`config.mk`:
```
export PLATFORM = sky130hd
export DESIGN_NAME = sirali_kilit_acici_flat
export DESIGN_NICKNAME = d
export VERILOG_FILES = /design/src/rtl/sirali_kilit_acici_if.sv /design/src/rtl/sirali_kilit_acici.sv /design/src/flat_wrapper.sv
export SDC_FILE = /design/constraint.sdc
export NUM_CORES = 1
export LEC_CHECK = 0
export BUFFER_PORTS_ARGS = -buffer_cell sky130_fd_sc_hd__buf_2
export CAP_MARGIN = 15
export CELL_PAD_IN_SITES_DETAIL_PLACEMENT = 1
export CELL_PAD_IN_SITES_GLOBAL_PLACEMENT = 2
export CORE_ASPECT_RATIO = 0.5
export CORE_UTILIZATION = 28
export CTS_CLUSTER_SIZE = 8
export DETAILED_ROUTE_END_ITERATION = 10
export GPL_TIMING_DRIVEN = 0
export MAX_ROUTING_LAYER = met4
export PLACE_DENSITY = 0.75
export SETUP_SLACK_MARGIN = 0.3
export SLEW_MARGIN = 20
export SYNTH_ARGS = -nofsm -noshare
export SYNTH_HDL_FRONTEND = slang
export SYNTH_SLANG_ARGS = --single-unit
```
`constraint.sdc`:
```
create_clock -name clk -period 1.9 [get_ports clk]
set_clock_uncertainty 0.15 [all_clocks]
set_input_delay 0.095 -clock clk [delete_from_list [all_inputs] [get_ports clk]]
set_output_delay 0.095 -clock clk [all_outputs]
set_load 0.01 [all_outputs]
```
`src/rtl/sirali_kilit_acici_if.sv`:
```
// Move-entry, code-reload and status signals of the sequential combination lock.
// The master side presents moves and codes; the slave side is the lock controller.
interface sirali_kilit_acici_if #(
   parameter int ADIM_SAYISI  = 4,
   parameter int ADIM_W       = 3,
   parameter int DENEME_LIMIT = 3
);
   localparam int HAMLE_W   = ADIM_W + 1;
   localparam int SIFRE_W   = ADIM_SAYISI * HAMLE_W;
   localparam int ADIM_NO_W = $clog2(ADIM_SAYISI + 1);
   localparam int KALAN_W   = $clog2(DENEME_LIMIT + 1);

   logic                 adim_gecerli;
   logic                 yon;
   logic [ADIM_W-1:0]    adim;
   logic                 iptal;
   logic                 sifre_yukle;
   logic [SIFRE_W-1:0]   yeni_sifre;

   logic                 kilit_acik;
   logic                 hata;
   logic                 kilitli;
   logic [ADIM_NO_W-1:0] adim_no;
   logic [KALAN_W-1:0]   kalan_deneme;

   modport master (
      output adim_gecerli, yon, adim, iptal, sifre_yukle, yeni_sifre,
      input  kilit_acik, hata, kilitli, adim_no, kalan_deneme
   );

   modport slave (
      input  adim_gecerli, yon, adim, iptal, sifre_yukle, yeni_sifre,
      output kilit_acik, hata, kilitli, adim_no, kalan_deneme
   );
endinterface

```
`src/rtl/sirali_kilit_acici.sv`:
```
// Sequential combination-lock controller: compares a full sequence of dial moves
// against a reloadable code, with attempt counting, timed lockout and open window.
module sirali_kilit_acici #(
   parameter int ADIM_SAYISI  = 4,
   parameter int ADIM_W       = 3,
   parameter int DENEME_LIMIT = 3,
   parameter int KILIT_SURE   = 16,
   parameter int ACIK_SURE    = 8
) (
   input  logic                 clk,
   input  logic                 rst,
   sirali_kilit_acici_if.slave  bus
);
   localparam int HAMLE_W   = ADIM_W + 1;
   localparam int SIFRE_W   = ADIM_SAYISI * HAMLE_W;
   localparam int ADIM_NO_W = $clog2(ADIM_SAYISI + 1);
   localparam int KALAN_W   = $clog2(DENEME_LIMIT + 1);
   localparam int MAX_SURE  = (KILIT_SURE > ACIK_SURE) ? KILIT_SURE : ACIK_SURE;
   localparam int ZAMAN_W   = $clog2(MAX_SURE + 1);

   typedef enum logic [2:0] {
      BEKLE,
      GIRIS,
      ACIK,
      HATA,
      KILITLI
   } durum_t;

   durum_t               durum_reg;
   logic [SIFRE_W-1:0]   sifre_reg;
   logic [ADIM_NO_W-1:0] adim_no_reg;
   logic                 uyumsuz_reg;
   logic [KALAN_W-1:0]   kalan_deneme_reg;
   logic [ZAMAN_W-1:0]   zaman_reg;
   logic                 kilit_acik_reg;
   logic                 hata_reg;
   logic                 kilitli_reg;

   logic [HAMLE_W-1:0]     gelen_hamle;
   logic [ADIM_SAYISI-1:0] hamle_esit;
   logic [ADIM_SAYISI-1:0] hamle_sec;
   logic                   hamle_dogru;
   logic                   son_hamle;
   logic                   sonuc_uyumsuz;

   assign gelen_hamle = {bus.yon, bus.adim};

   // One equality comparator per stored move; adim_no picks which one counts.
   generate
      for (genvar gi = 0; gi < ADIM_SAYISI; gi++) begin : g_hamle
         assign hamle_esit[gi] = (sifre_reg[gi*HAMLE_W +: HAMLE_W] == gelen_hamle);
         assign hamle_sec[gi]  = (adim_no_reg == ADIM_NO_W'(gi));
      end
   endgenerate

   assign hamle_dogru   = |(hamle_esit & hamle_sec);
   assign son_hamle     = (adim_no_reg == ADIM_NO_W'(ADIM_SAYISI - 1));
   assign sonuc_uyumsuz = uyumsuz_reg | ~hamle_dogru;

   always_ff @(posedge clk) begin
      if (rst) begin
         durum_reg        <= BEKLE;
         sifre_reg        <= '0;
         adim_no_reg      <= '0;
         uyumsuz_reg      <= 1'b0;
         kalan_deneme_reg <= KALAN_W'(DENEME_LIMIT);
         zaman_reg        <= '0;
         kilit_acik_reg   <= 1'b0;
         hata_reg         <= 1'b0;
         kilitli_reg      <= 1'b0;
      end else begin
         case (durum_reg)
            BEKLE: begin
               if (bus.iptal) begin
                  adim_no_reg <= '0;
                  uyumsuz_reg <= 1'b0;
               end else if (bus.adim_gecerli) begin
                  uyumsuz_reg <= ~hamle_dogru;
                  adim_no_reg <= ADIM_NO_W'(1);
                  durum_reg   <= GIRIS;
               end
            end

            GIRIS: begin
               if (bus.iptal) begin
                  adim_no_reg <= '0;
                  uyumsuz_reg <= 1'b0;
                  durum_reg   <= BEKLE;
               end else if (bus.adim_gecerli) begin
                  if (son_hamle) begin
                     // Whole sequence consumed: verdict is taken on this edge.
                     adim_no_reg <= '0;
                     uyumsuz_reg <= 1'b0;
                     if (!sonuc_uyumsuz) begin
                        durum_reg        <= ACIK;
                        kilit_acik_reg   <= 1'b1;
                        zaman_reg        <= ZAMAN_W'(ACIK_SURE - 1);
                        kalan_deneme_reg <= KALAN_W'(DENEME_LIMIT);
                     end else if (kalan_deneme_reg > KALAN_W'(1)) begin
                        durum_reg        <= HATA;
                        hata_reg         <= 1'b1;
                        kalan_deneme_reg <= kalan_deneme_reg - KALAN_W'(1);
                     end else begin
                        durum_reg        <= KILITLI;
                        kilitli_reg      <= 1'b1;
                        zaman_reg        <= ZAMAN_W'(KILIT_SURE - 1);
                        kalan_deneme_reg <= '0;
                     end
                  end else begin
                     uyumsuz_reg <= sonuc_uyumsuz;
                     adim_no_reg <= adim_no_reg + ADIM_NO_W'(1);
                  end
               end
            end

            ACIK: begin
               if (bus.sifre_yukle) begin
                  sifre_reg <= bus.yeni_sifre;
               end
               if (zaman_reg == '0) begin
                  kilit_acik_reg <= 1'b0;
                  durum_reg      <= BEKLE;
               end else begin
                  zaman_reg <= zaman_reg - ZAMAN_W'(1);
               end
            end

            HATA: begin
               hata_reg  <= 1'b0;
               durum_reg <= BEKLE;
            end

            KILITLI: begin
               if (zaman_reg == '0) begin
                  kilitli_reg      <= 1'b0;
                  kalan_deneme_reg <= KALAN_W'(DENEME_LIMIT);
                  durum_reg        <= BEKLE;
               end else begin
                  zaman_reg <= zaman_reg - ZAMAN_W'(1);
               end
            end

            default: begin
               durum_reg      <= BEKLE;
               adim_no_reg    <= '0;
               uyumsuz_reg    <= 1'b0;
               kilit_acik_reg <= 1'b0;
               hata_reg       <= 1'b0;
               kilitli_reg    <= 1'b0;
            end
         endcase
      end
   end

   assign bus.kilit_acik   = kilit_acik_reg;
   assign bus.hata         = hata_reg;
   assign bus.kilitli      = kilitli_reg;
   assign bus.adim_no      = adim_no_reg;
   assign bus.kalan_deneme = kalan_deneme_reg;

endmodule

```
`src/flat_wrapper.sv`:
```
// flat-port wrapper written by rule: the top's interface ports become plain ports
module sirali_kilit_acici_flat 
#(
   parameter int ADIM_SAYISI  = 4,
   parameter int ADIM_W       = 3,
   parameter int DENEME_LIMIT = 3,
   parameter int KILIT_SURE   = 16,
   parameter int ACIK_SURE    = 8
)
  (clk, rst, bus_adim_gecerli, bus_yon, bus_adim, bus_iptal, bus_sifre_yukle, bus_yeni_sifre, bus_kilit_acik, bus_hata, bus_kilitli, bus_adim_no, bus_kalan_deneme);
  sirali_kilit_acici_if #(.ADIM_SAYISI(ADIM_SAYISI), .ADIM_W(ADIM_W), .DENEME_LIMIT(DENEME_LIMIT)) bus_i ();
  input  logic clk;
  input  logic rst;
  input wire logic [$bits(bus_i.adim_gecerli)-1:0] bus_adim_gecerli;
  input wire logic [$bits(bus_i.yon)-1:0] bus_yon;
  input wire logic [$bits(bus_i.adim)-1:0] bus_adim;
  input wire logic [$bits(bus_i.iptal)-1:0] bus_iptal;
  input wire logic [$bits(bus_i.sifre_yukle)-1:0] bus_sifre_yukle;
  input wire logic [$bits(bus_i.yeni_sifre)-1:0] bus_yeni_sifre;
  output wire logic [$bits(bus_i.kilit_acik)-1:0] bus_kilit_acik;
  output wire logic [$bits(bus_i.hata)-1:0] bus_hata;
  output wire logic [$bits(bus_i.kilitli)-1:0] bus_kilitli;
  output wire logic [$bits(bus_i.adim_no)-1:0] bus_adim_no;
  output wire logic [$bits(bus_i.kalan_deneme)-1:0] bus_kalan_deneme;
  assign bus_i.adim_gecerli = bus_adim_gecerli;
  assign bus_i.yon = bus_yon;
  assign bus_i.adim = bus_adim;
  assign bus_i.iptal = bus_iptal;
  assign bus_i.sifre_yukle = bus_sifre_yukle;
  assign bus_i.yeni_sifre = bus_yeni_sifre;
  assign bus_kilit_acik = bus_i.kilit_acik;
  assign bus_hata = bus_i.hata;
  assign bus_kilitli = bus_i.kilitli;
  assign bus_adim_no = bus_i.adim_no;
  assign bus_kalan_deneme = bus_i.kalan_deneme;
  sirali_kilit_acici #(.ADIM_SAYISI(ADIM_SAYISI), .ADIM_W(ADIM_W), .DENEME_LIMIT(DENEME_LIMIT), .KILIT_SURE(KILIT_SURE), .ACIK_SURE(ACIK_SURE)) u_core (.clk(clk), .rst(rst), .bus(bus_i));
endmodule
```
# Word level (Yosys, flattened, before mapping)
# Index checks and enable logic that the tools add are counted.
# word_totals
ff_bits	33
in_bits	25
out_inout_bits	8
wordCells	119
# op_classes
n_addsub	3
order_cmp	1
n_eq_ne	28
muxes	52
bitwise_logic	7
n_reduce_logical	19
# ops
cell	n
$mux W3	12
$mux W5	6
$mux W1	20
$pmux W3 S3	2
$reduce_and A6 Y1	3
$eq A4 B4 Y1	4
$ne A2 B2 Y1 const B	7
$eq A3 B2 Y1 const B	4
$mux W2	6
$ne A2 B1 Y1 const B	6
$reduce_or A3 Y1	4
$pmux W5 S2	1
$reduce_and A5 Y1	2
$ne A3 B3 Y1 const B	3
$pmux W1 S3	3
$reduce_and A7 Y1	1
$eq A3 B1 Y1 const B	2
$logic_not A3 Y1	2
$logic_not A5 Y1	1
$not A1 Y1	5
$sub A5 B1 Y5 const B	1
$and A4 B4 Y4	1
$pmux W2 S2	1
$reduce_bool A2 Y1	2
11 further kinds	11

# Depth between registers and ports, before layout
# Gate-level depths: netlist of the first run.
# logic_depth
ltp_word	10
mapped_depth	8
depth_no_buf	8

# Least setup slack after synthesis of the first run
# OpenSTA, ideal clock, no wires.
# synth_path
path_kind	register to register
start	reg u_core.adim_no_reg[0], in the netlist u_core.bus.adim_no[0]
end	reg u_core.kilitli_reg, in the netlist u_core.bus.kilitli
setup_ns	0.134
arrival_ns	1.682
required_ns	1.616
slack_ns	-0.066
path_stages_with_launch	9
n_path_buf	0
period_less_slack_ns	1.966
path_cell_list	dfxtp_1 inv_1 ha_1 o211ai_1 or4b_4 a41oi_4 nor2_1 a21oi_1 a211oi_1
# synth_between
elab_chain_len	7
word_cells_on_any_way	11
cone_classes	5 x eq/ne; 3 x bitwise; 3 x reduce/logical
# synth_lines
element	line_no	source
start, declared	sirali_kilit_acici.sv:31	logic [ADIM_NO_W-1:0] adim_no_reg;
start signal, assigned	sirali_kilit_acici.sv:111	adim_no_reg <= adim_no_reg + ADIM_NO_W'(1);
$eq A3 B1 Y1, or another cell as far along	sirali_kilit_acici.sv:52	assign hamle_sec[gi] = (adim_no_reg == ADIM_NO_W'(gi));
$and A4 B4 Y4	sirali_kilit_acici.sv:56	assign hamle_dogru = |(hamle_esit & hamle_sec);
$reduce_or A4 Y1	sirali_kilit_acici.sv:56	
$not A1 Y1	sirali_kilit_acici.sv:58	assign sonuc_uyumsuz = uyumsuz_reg | ~hamle_dogru;
$or A1 B1 Y1	sirali_kilit_acici.sv:58	
$ne A2 B1 Y1 (no line)	--	
$reduce_and A7 Y1 (no line) *	--	
end signal, assigned	sirali_kilit_acici.sv:70	kilitli_reg <= 1'b0;
end signal, assigned	sirali_kilit_acici.sv:105	kilitli_reg <= 1'b1;
end signal, assigned	sirali_kilit_acici.sv:135	kilitli_reg <= 1'b0;
end, declared	sirali_kilit_acici.sv:37	logic kilitli_reg;
# Every way passes the cells marked *; elsewhere a longest branch is shown, timed or not.
# A chain may end at the register's enable or synchronous reset.

# Final worst setup path of the first run
# layout_path
start	reg u_core.adim_no_reg[0], in the netlist u_core.bus.adim_no[0]
end	reg u_core.zaman_reg[3]
# layout_between
elab_chain_len	10
word_cells_on_any_way	16
cone_classes	5 x eq/ne; 5 x mux; 3 x bitwise; 3 x reduce/logical
# layout_lines
element	line_no	source
$eq A3 B1 Y1, or another cell as far along	sirali_kilit_acici.sv:52	
$and A4 B4 Y4	sirali_kilit_acici.sv:56	
$reduce_or A4 Y1	sirali_kilit_acici.sv:56	
$not A1 Y1	sirali_kilit_acici.sv:58	
$or A1 B1 Y1	sirali_kilit_acici.sv:58	
$mux W5	sirali_kilit_acici.sv:94	if (!sonuc_uyumsuz) begin
$mux W5	sirali_kilit_acici.sv:90	if (son_hamle) begin
$mux W5	sirali_kilit_acici.sv:89	end else if (bus.adim_gecerli) begin
$mux W5	sirali_kilit_acici.sv:85	if (bus.iptal) begin
$pmux W5 S2	sirali_kilit_acici.sv:72	case (durum_reg)
end signal, assigned	sirali_kilit_acici.sv:97	zaman_reg <= ZAMAN_W'(ACIK_SURE - 1);
end signal, assigned	sirali_kilit_acici.sv:106	zaman_reg <= ZAMAN_W'(KILIT_SURE - 1);
end signal, assigned	sirali_kilit_acici.sv:124	zaman_reg <= zaman_reg - ZAMAN_W'(1);
end, declared	sirali_kilit_acici.sv:34	logic [ZAMAN_W-1:0] zaman_reg;
# Several ways; a longest one is shown, not always the timed one. The select of a mux whose other input is x is not followed.

==> flow_summary.toml, run 1 <==
[final_layout]
final_cell_mix = "nand2_1 (44), buf_2 (30), dfxtp_1 (27)"
diodes = 0
syn2layout_area_growth_pct = 45.7
drive_above_1_share_pct = 28.9
postLayoutCellArea_sq_mm = 0.00258
layout.nets = 318
final_common_cell = "nand2_1"
stdcell_count = 375
fillerInstances = 738
largest_reg_flops = 16

[sta]
hold_viol_final = 0
relSlewSlack_pct = 62.0
max_freq_ghz = 0.470
rsz0062_at_grt = "true"
finalMaxSlewViolations = 0
tightestPinTransition_ps = 571
fin_crit_sh_pct = 112
min_period_ps = 2130
setup_slack_ps = -227
setup_viol = 13

[hold_path]
hp-class = "in -> reg"
hold_end = "u_core.bus.adim_no[1]$_SDFFE_PP0P_"
min_from = "bus_adim_gecerli"
min_path_cells = 3

[drt]
wl_per_cell_um = 14.0
ant_nets = 0
viasPerCell = 4.77
totalWireLength_um = 5240
first_pass_iters = 7
dr.first_iter.drc_count = 37
drc = 2
num_vias = 1790

[place]
gp_congestion = 0.757
portBuffers = 30
dpl.cell_count = 344
dp_hpwl_um = 3620
placed_area_sq_mm = 0.00207

[yosys]
synthArstFlopShare_pct = 0
ys.flop_type = "dfxtp_1"
synth_nets = 257
synth-seq-cells = 33
synth.distinct_cells = 44
synth-seq-area-share_pct = 37.3
ys_top_cells_by_area = "dfxtp_1 (37%), nand2_1 (9.3%), a21oi_1 (7.3%), nor2_1 (4.4%), ha_1 (4.2%)"
synth_top_area_share_pct = 37.3
synth_largest_area_cell = "dfxtp_1"
syn_avg_cell_area_sq_um = 7.84
netlist_instances = 226
synthesis.area_sq_mm = 0.00177
synth-warning-count = 0
synth_edf_count = 0

[clock_network]
cts_made_buffers = 5
clkTransAtPathRegs_ps = 50
htreeDepth = 2
cts_tree = "built"
clkLatencyLatePin_ps = 280
root_buffer = "clkbuf_16"
cts.sinks = 33
clock_path_buffers = 2

[critical_path]
start_kind = "flop"
critPathRequiredTime_ps = 1900
reg2reg_depth = 9
crit_type = "reg -> reg"
cp.arrival_ps = 2130
reg2reg_from = "u_core.bus.adim_no[0]$_SDFFE_PP0P_"
cp-end-kind = "flop"
timing.rr.end = "u_core.zaman_reg[3]$_SDFFE_PP0P_"
ff2ff_setup_slack_ps = -230
worstPathMaxFanout = 4

[floorplan]
rows = 20
dieArea_sq_mm = 0.00667
io_pins = 33
die_y_um = 58.3
start_util_pct = 29.2
dieWidth_um = 115
core_sq_mm = 0.00608

[global_routing]
antenna_found_initial = 0
grt_pass1_vias = 1835
grt_max_degree = 11
grt_overflow = 0
grt_usage_pct = 17.5
grt_pass1_wl_um = 8630

[outcome]
failed_checks = "DRC, setup timing"
outcome = "finished with violations"

[power]
worst_ir_drop_vdd_v = 0.000316
p_leak_nw = 0.961
powerDensity_mw_per_mm2 = 670

[run]
drv_cap = 0
## cells by family after synthesis
| kind of cell | count (synthesis) | share of synthesized area [%] |
|---|---|---|
| AO/OA/AOI/OAI | 54 | 20.9 |
| XOR/XNOR | 14 | 6.92 |
| adder cells (fa/ha/maj) | 6 | 4.23 |
| buffers and inverters | 22 | 4.80 |
| flip-flops | 33 | 37.3 |
| multiplexers | 1 | 0.565 |
| AND/OR/NAND/NOR | 96 | 25.3 |
## worst max-delay path: stages (launching register included)
cell	delay, ps
dfxtp_4	360
inv_4	60
ha_4	120
o211ai_1	80
or4b_4	550
a41oi_4	300
buf_6	150
nor2_2	30
a21oi_2	100
o32ai_1	90
## how the worst max path moves through the flow
stage,from,end,slack [ps],depth (start not counted)
floorplan,u_core.bus.adim_no[0]$_SDFFE_PP0P_,u_core.bus.kilitli$_SDFFE_PP0P_,-2,8
global placement,u_core.bus.adim_no[0]$_SDFFE_PP0P_,u_core.bus.kilitli$_SDFFE_PP0P_,-220,8
detailed placement,u_core.bus.adim_no[0]$_SDFFE_PP0P_,u_core.bus.kilitli$_SDFFE_PP0P_,-240,8
CTS,u_core.sifre_reg[10]$_SDFFE_PP0P_,u_core.zaman_reg[3]$_SDFFE_PP0P_,-170,8
global route,u_core.sifre_reg[10]$_SDFFE_PP0P_,u_core.zaman_reg[3]$_SDFFE_PP0P_,-300,8
finish,u_core.bus.adim_no[0]$_SDFFE_PP0P_,u_core.zaman_reg[3]$_SDFFE_PP0P_,-230,9
## stage by stage
step | hold slack [ps] | setup WS [ps] | TNS, ps | total power [mW] | util (%)
global placement | 187 | -220 | -1500 | 0.879 | 34.0
finish | 27.3 | -227 | -2010 | 1.73 | 42.5
global route | 67.6 | -304 | -3120 | 1.80 | 42.5
CTS | 30.2 | -172 | -1480 | 1.73 | 41.0
floorplan | 81.0 | -1.64 | -1.64 | 0.819 | -
detailed placement | 193 | -241 | -1730 | 0.881 | 34.0
## power by group
| group | leakage (nW) | internal (mW) | switching (mW) |
|---|---|---|---|
| sequential | 0.269 | 0.701 | 0.0162 |
| clock | 0.0700 | 0.515 | 0.297 |
| combinational | 0.622 | 0.0987 | 0.102 |
| total | 0.961 | 1.31 | 0.415 |
## cell usage after synthesis, types with 2 or more instances
cell	count
a211oi_1	4
a21oi_1	26
a31oi_1	2
and2_1	2
buf_2	2
clkbuf_1	9
dfxtp_1	33
ha_1	6
inv_1	10
nand2_1	44
nand2b_1	3
nand3_1	2
nand3b_1	2
nand4_1	4
nor2_1	21
nor3_1	8
o211ai_1	3
o21a_1	3
o21ai_0	4
or3_1	2
xnor2_1	6
xor2_1	8
## cell type report
type	instances	area [sq um]	area share (%)
Sequential cell	33	671	26.0
Clock buffer	7	143	5.52
Multi-Input combinational cell	171	1160	45.1
Timing Repair Buffer	54	378	14.6
Inverter	10	40.0	1.55
Buffer	12	76.3	2.96
Tap cell	88	110	4.26
## what timing repair did
item / CTS / global route
setup endpoints to repair: 27 / 26
buffers inserted: 6 / 2
endpoints found under the hold margin: 16 / 0
gates resized for setup: 24 / 22
hold buffers: 16 / 0
pin swaps: 10 / 6
## per-layer routing
metal	vias up	part of all wire [%]	track usage [%]	wire (um)
li1	902	-	-	-
met1	864	48	20.7	2510
met2	19	49	30.4	2550
met3	5	2.7	3.87	140
met4	0	0.80	4.45	42
met5	-	0	-	0
(Power assumes the default switching activity.)
==> inputs of run 2 (changes only) <==
--- a/config.mk
+++ b/config.mk
@@ -5,6 +5,7 @@
 export SDC_FILE = /design/constraint.sdc
 export NUM_CORES = 1
 export LEC_CHECK = 0
+export ABC_CLOCK_PERIOD_IN_PS = 1900
 export BUFFER_PORTS_ARGS = -buffer_cell sky130_fd_sc_hd__buf_2
 export CAP_MARGIN = 15
 export CELL_PAD_IN_SITES_DETAIL_PLACEMENT = 1
@@ -13,7 +14,6 @@
 export CORE_UTILIZATION = 28
 export CTS_CLUSTER_SIZE = 8
 export DETAILED_ROUTE_END_ITERATION = 10
-export GPL_TIMING_DRIVEN = 0
 export MAX_ROUTING_LAYER = met4
 export PLACE_DENSITY = 0.75
 export SETUP_SLACK_MARGIN = 0.3
==> run 2 against run 1 <==
  * Wire length grew 8.3%
  * Die area is the same
  * The flow still finishes with violations (DRC, setup timing)
  * Critical path depth shrank 2
  * Sequential cell count is the same
  * Fmax grew 3.9%
  * Largest cell class unchanged
  * Clock-buffer cell count is the same
  * Via count grew 1.7%
==> flow_summary.toml, run 2 (same netlist as run 1, synthesis figures left out) <==
[global_routing]
grt_pass1_vias = 1878
grt_overflow = 0
grt_max_degree = 22
grt_usage_pct = 17.8
grt_pass1_wl_um = 8780
antenna_found_initial = 0

[critical_path]
crit_start = "u_core.sifre_reg[10]$_SDFFE_PP0P_"
worstPathMaxFanout = 5
cpMaxStageDelayCell = "or4b_4"
cp_cell_sequence = "inv_2 > a222oi_1 > or4b_4 > a41oi_4 > buf_4 > a21oi_2 > a32oi_1"
reg2reg_from = "u_core.sifre_reg[10]$_SDFFE_PP0P_"
endpoint = "u_core.bus.kalan_deneme[0]$_SDFFE_PP1P_"
ff2ff_setup_slack_ps = -150
cp.arrival_ps = 2090
critPathRequiredTime_ps = 1950
timing.rr.end = "u_core.bus.kalan_deneme[0]$_SDFFE_PP1P_"
crit_type = "reg -> reg"
cp-end-kind = "flop"
reg2reg_depth = 7
start_kind = "flop"
critPathMaxStageDelay_ps = 530

[drt]
first_pass_iters = 9
ant_nets = 0
wl_per_cell_um = 14.6
dr.first_iter.drc_count = 30
drc = 2
viasPerCell = 4.69
num_vias = 1821
totalWireLength_um = 5680

[floorplan]
rows = 20
start_util_pct = 29.2
core_sq_mm = 0.00608
dieWidth_um = 115
die_y_um = 58.3
dieArea_sq_mm = 0.00667
io_pins = 33

[clock_network]
cts_tree = "built"
htreeDepth = 2
clkTransAtPathRegs_ps = 50
clock_path_buffers = 2
clkLatencyLatePin_ps = 280
cts.sinks = 33
cts_made_buffers = 5
root_buffer = "clkbuf_16"

[final_layout]
postLayoutCellArea_sq_mm = 0.00268
final_cell_mix = "nand2_1 (44), buf_2 (32), buf_4 (30), dfxtp_1 (30), a21oi_1 (22)"
syn2layout_area_growth_pct = 51.2
drive_above_1_share_pct = 33.3
largest_reg_flops = 16
final_common_cell = "nand2_1"
layout.nets = 331
diodes = 0

[sta]
fin_crit_sh_pct = 108
hold_viol_final = 0
min_period_ps = 2050
fin_hold_ws_ps = 85.7
setup_viol = 12
finalMaxSlewViolations = 0
max_freq_ghz = 0.489
relSlewSlack_pct = 65.0
setup_slack_ps = -147
rsz0062_at_grt = "true"
tightestPinTransition_ps = 521

[power]
p_leak_nw = 1.03
powerDensity_mw_per_mm2 = 652
worst_ir_drop_vdd_v = 0.000276

[hold_path]
hp-class = "in -> reg"
min_path_cells = 3

[place]
gp_congestion = 0.747
dp_hpwl_um = 3860
placed_area_sq_mm = 0.00223
portBuffers = 32
post-place-ws_ps = -160

[outcome]
outcome = "finished with violations"
failed_checks = "DRC, setup timing"

[run]
drv_cap = 0
==> run 2: layer usage <==
layer	vias to the layer above	share of wire [%]	GRT usage [%]
li1	923	-	-
met3	4	2.8	3.97
met5	-	0	-
met2	28	49	30.2
met4	0	0.90	6.12
met1	866	47	21.2
==> run 2: layout make-up <==
class | instances | area (sq um)
inverters | 10 | 40.0
clock buffers | 7 | 143
flip-flops and latches | 33 | 669
multi-input cells | 171 | 1160
repair buffers | 79 | 557
fillers | 730 | 3400
well taps | 88 | 110
==> run 2: worst min path at each step <==
| stage | end | slack (ps) | from |
|---|---|---|---|
| floorplan | u_core.sifre_reg[10]$_SDFFE_PP0P_ | 80 | bus_yeni_sifre[10] |
| global placement | u_core.sifre_reg[13]$_SDFFE_PP0P_ | 190 | bus_yeni_sifre[13] |
| detailed placement | u_core.sifre_reg[8]$_SDFFE_PP0P_ | 190 | bus_yeni_sifre[8] |
| CTS | u_core.bus.adim_no[1]$_SDFFE_PP0P_ | 30 | bus_adim_gecerli |
| global route | u_core.bus.adim_no[1]$_SDFFE_PP0P_ | 110 | bus_adim_gecerli |
| finish | u_core.bus.adim_no[1]$_SDFFE_PP0P_ | 90 | bus_adim_gecerli |
==> run 2: metrics by stage <==
step	TNS, ps	total power, mW	utilization [%]	instances
finish	-824	1.75	44.1	388
global route	-1940	1.82	44.1	388
CTS	-570	1.74	42.3	385
detailed placement	-1100	0.902	36.6	360
global placement	-438	0.899	36.6	360
floorplan	-1.64	0.819	-	226
==> run 2: repair_timing <==
item,4_1_cts,5_1_grt
setup buffers,2,2
pin swaps,4,10
setup endpoints to repair,16,32
hold endpoints to repair,16,0
gates cloned,0,1
gates resized for setup,8,23
hold buffers,16,0
==> run 2: report_power, final <==
group | internal, mW | switching, mW
sequential | 0.699 | 0.00983
combinational | 0.114 | 0.115
clock | 0.514 | 0.293
==> run 2: worst max-delay path: cells and delay by family (launching register included) <==
family / cells / cell delay [ps]
AO/OA/AOI/OAI: 4 / 730
AND/OR/NAND/NOR: 1 / 530
flip-flops: 1 / 330
buffers and inverters: 2 / 220
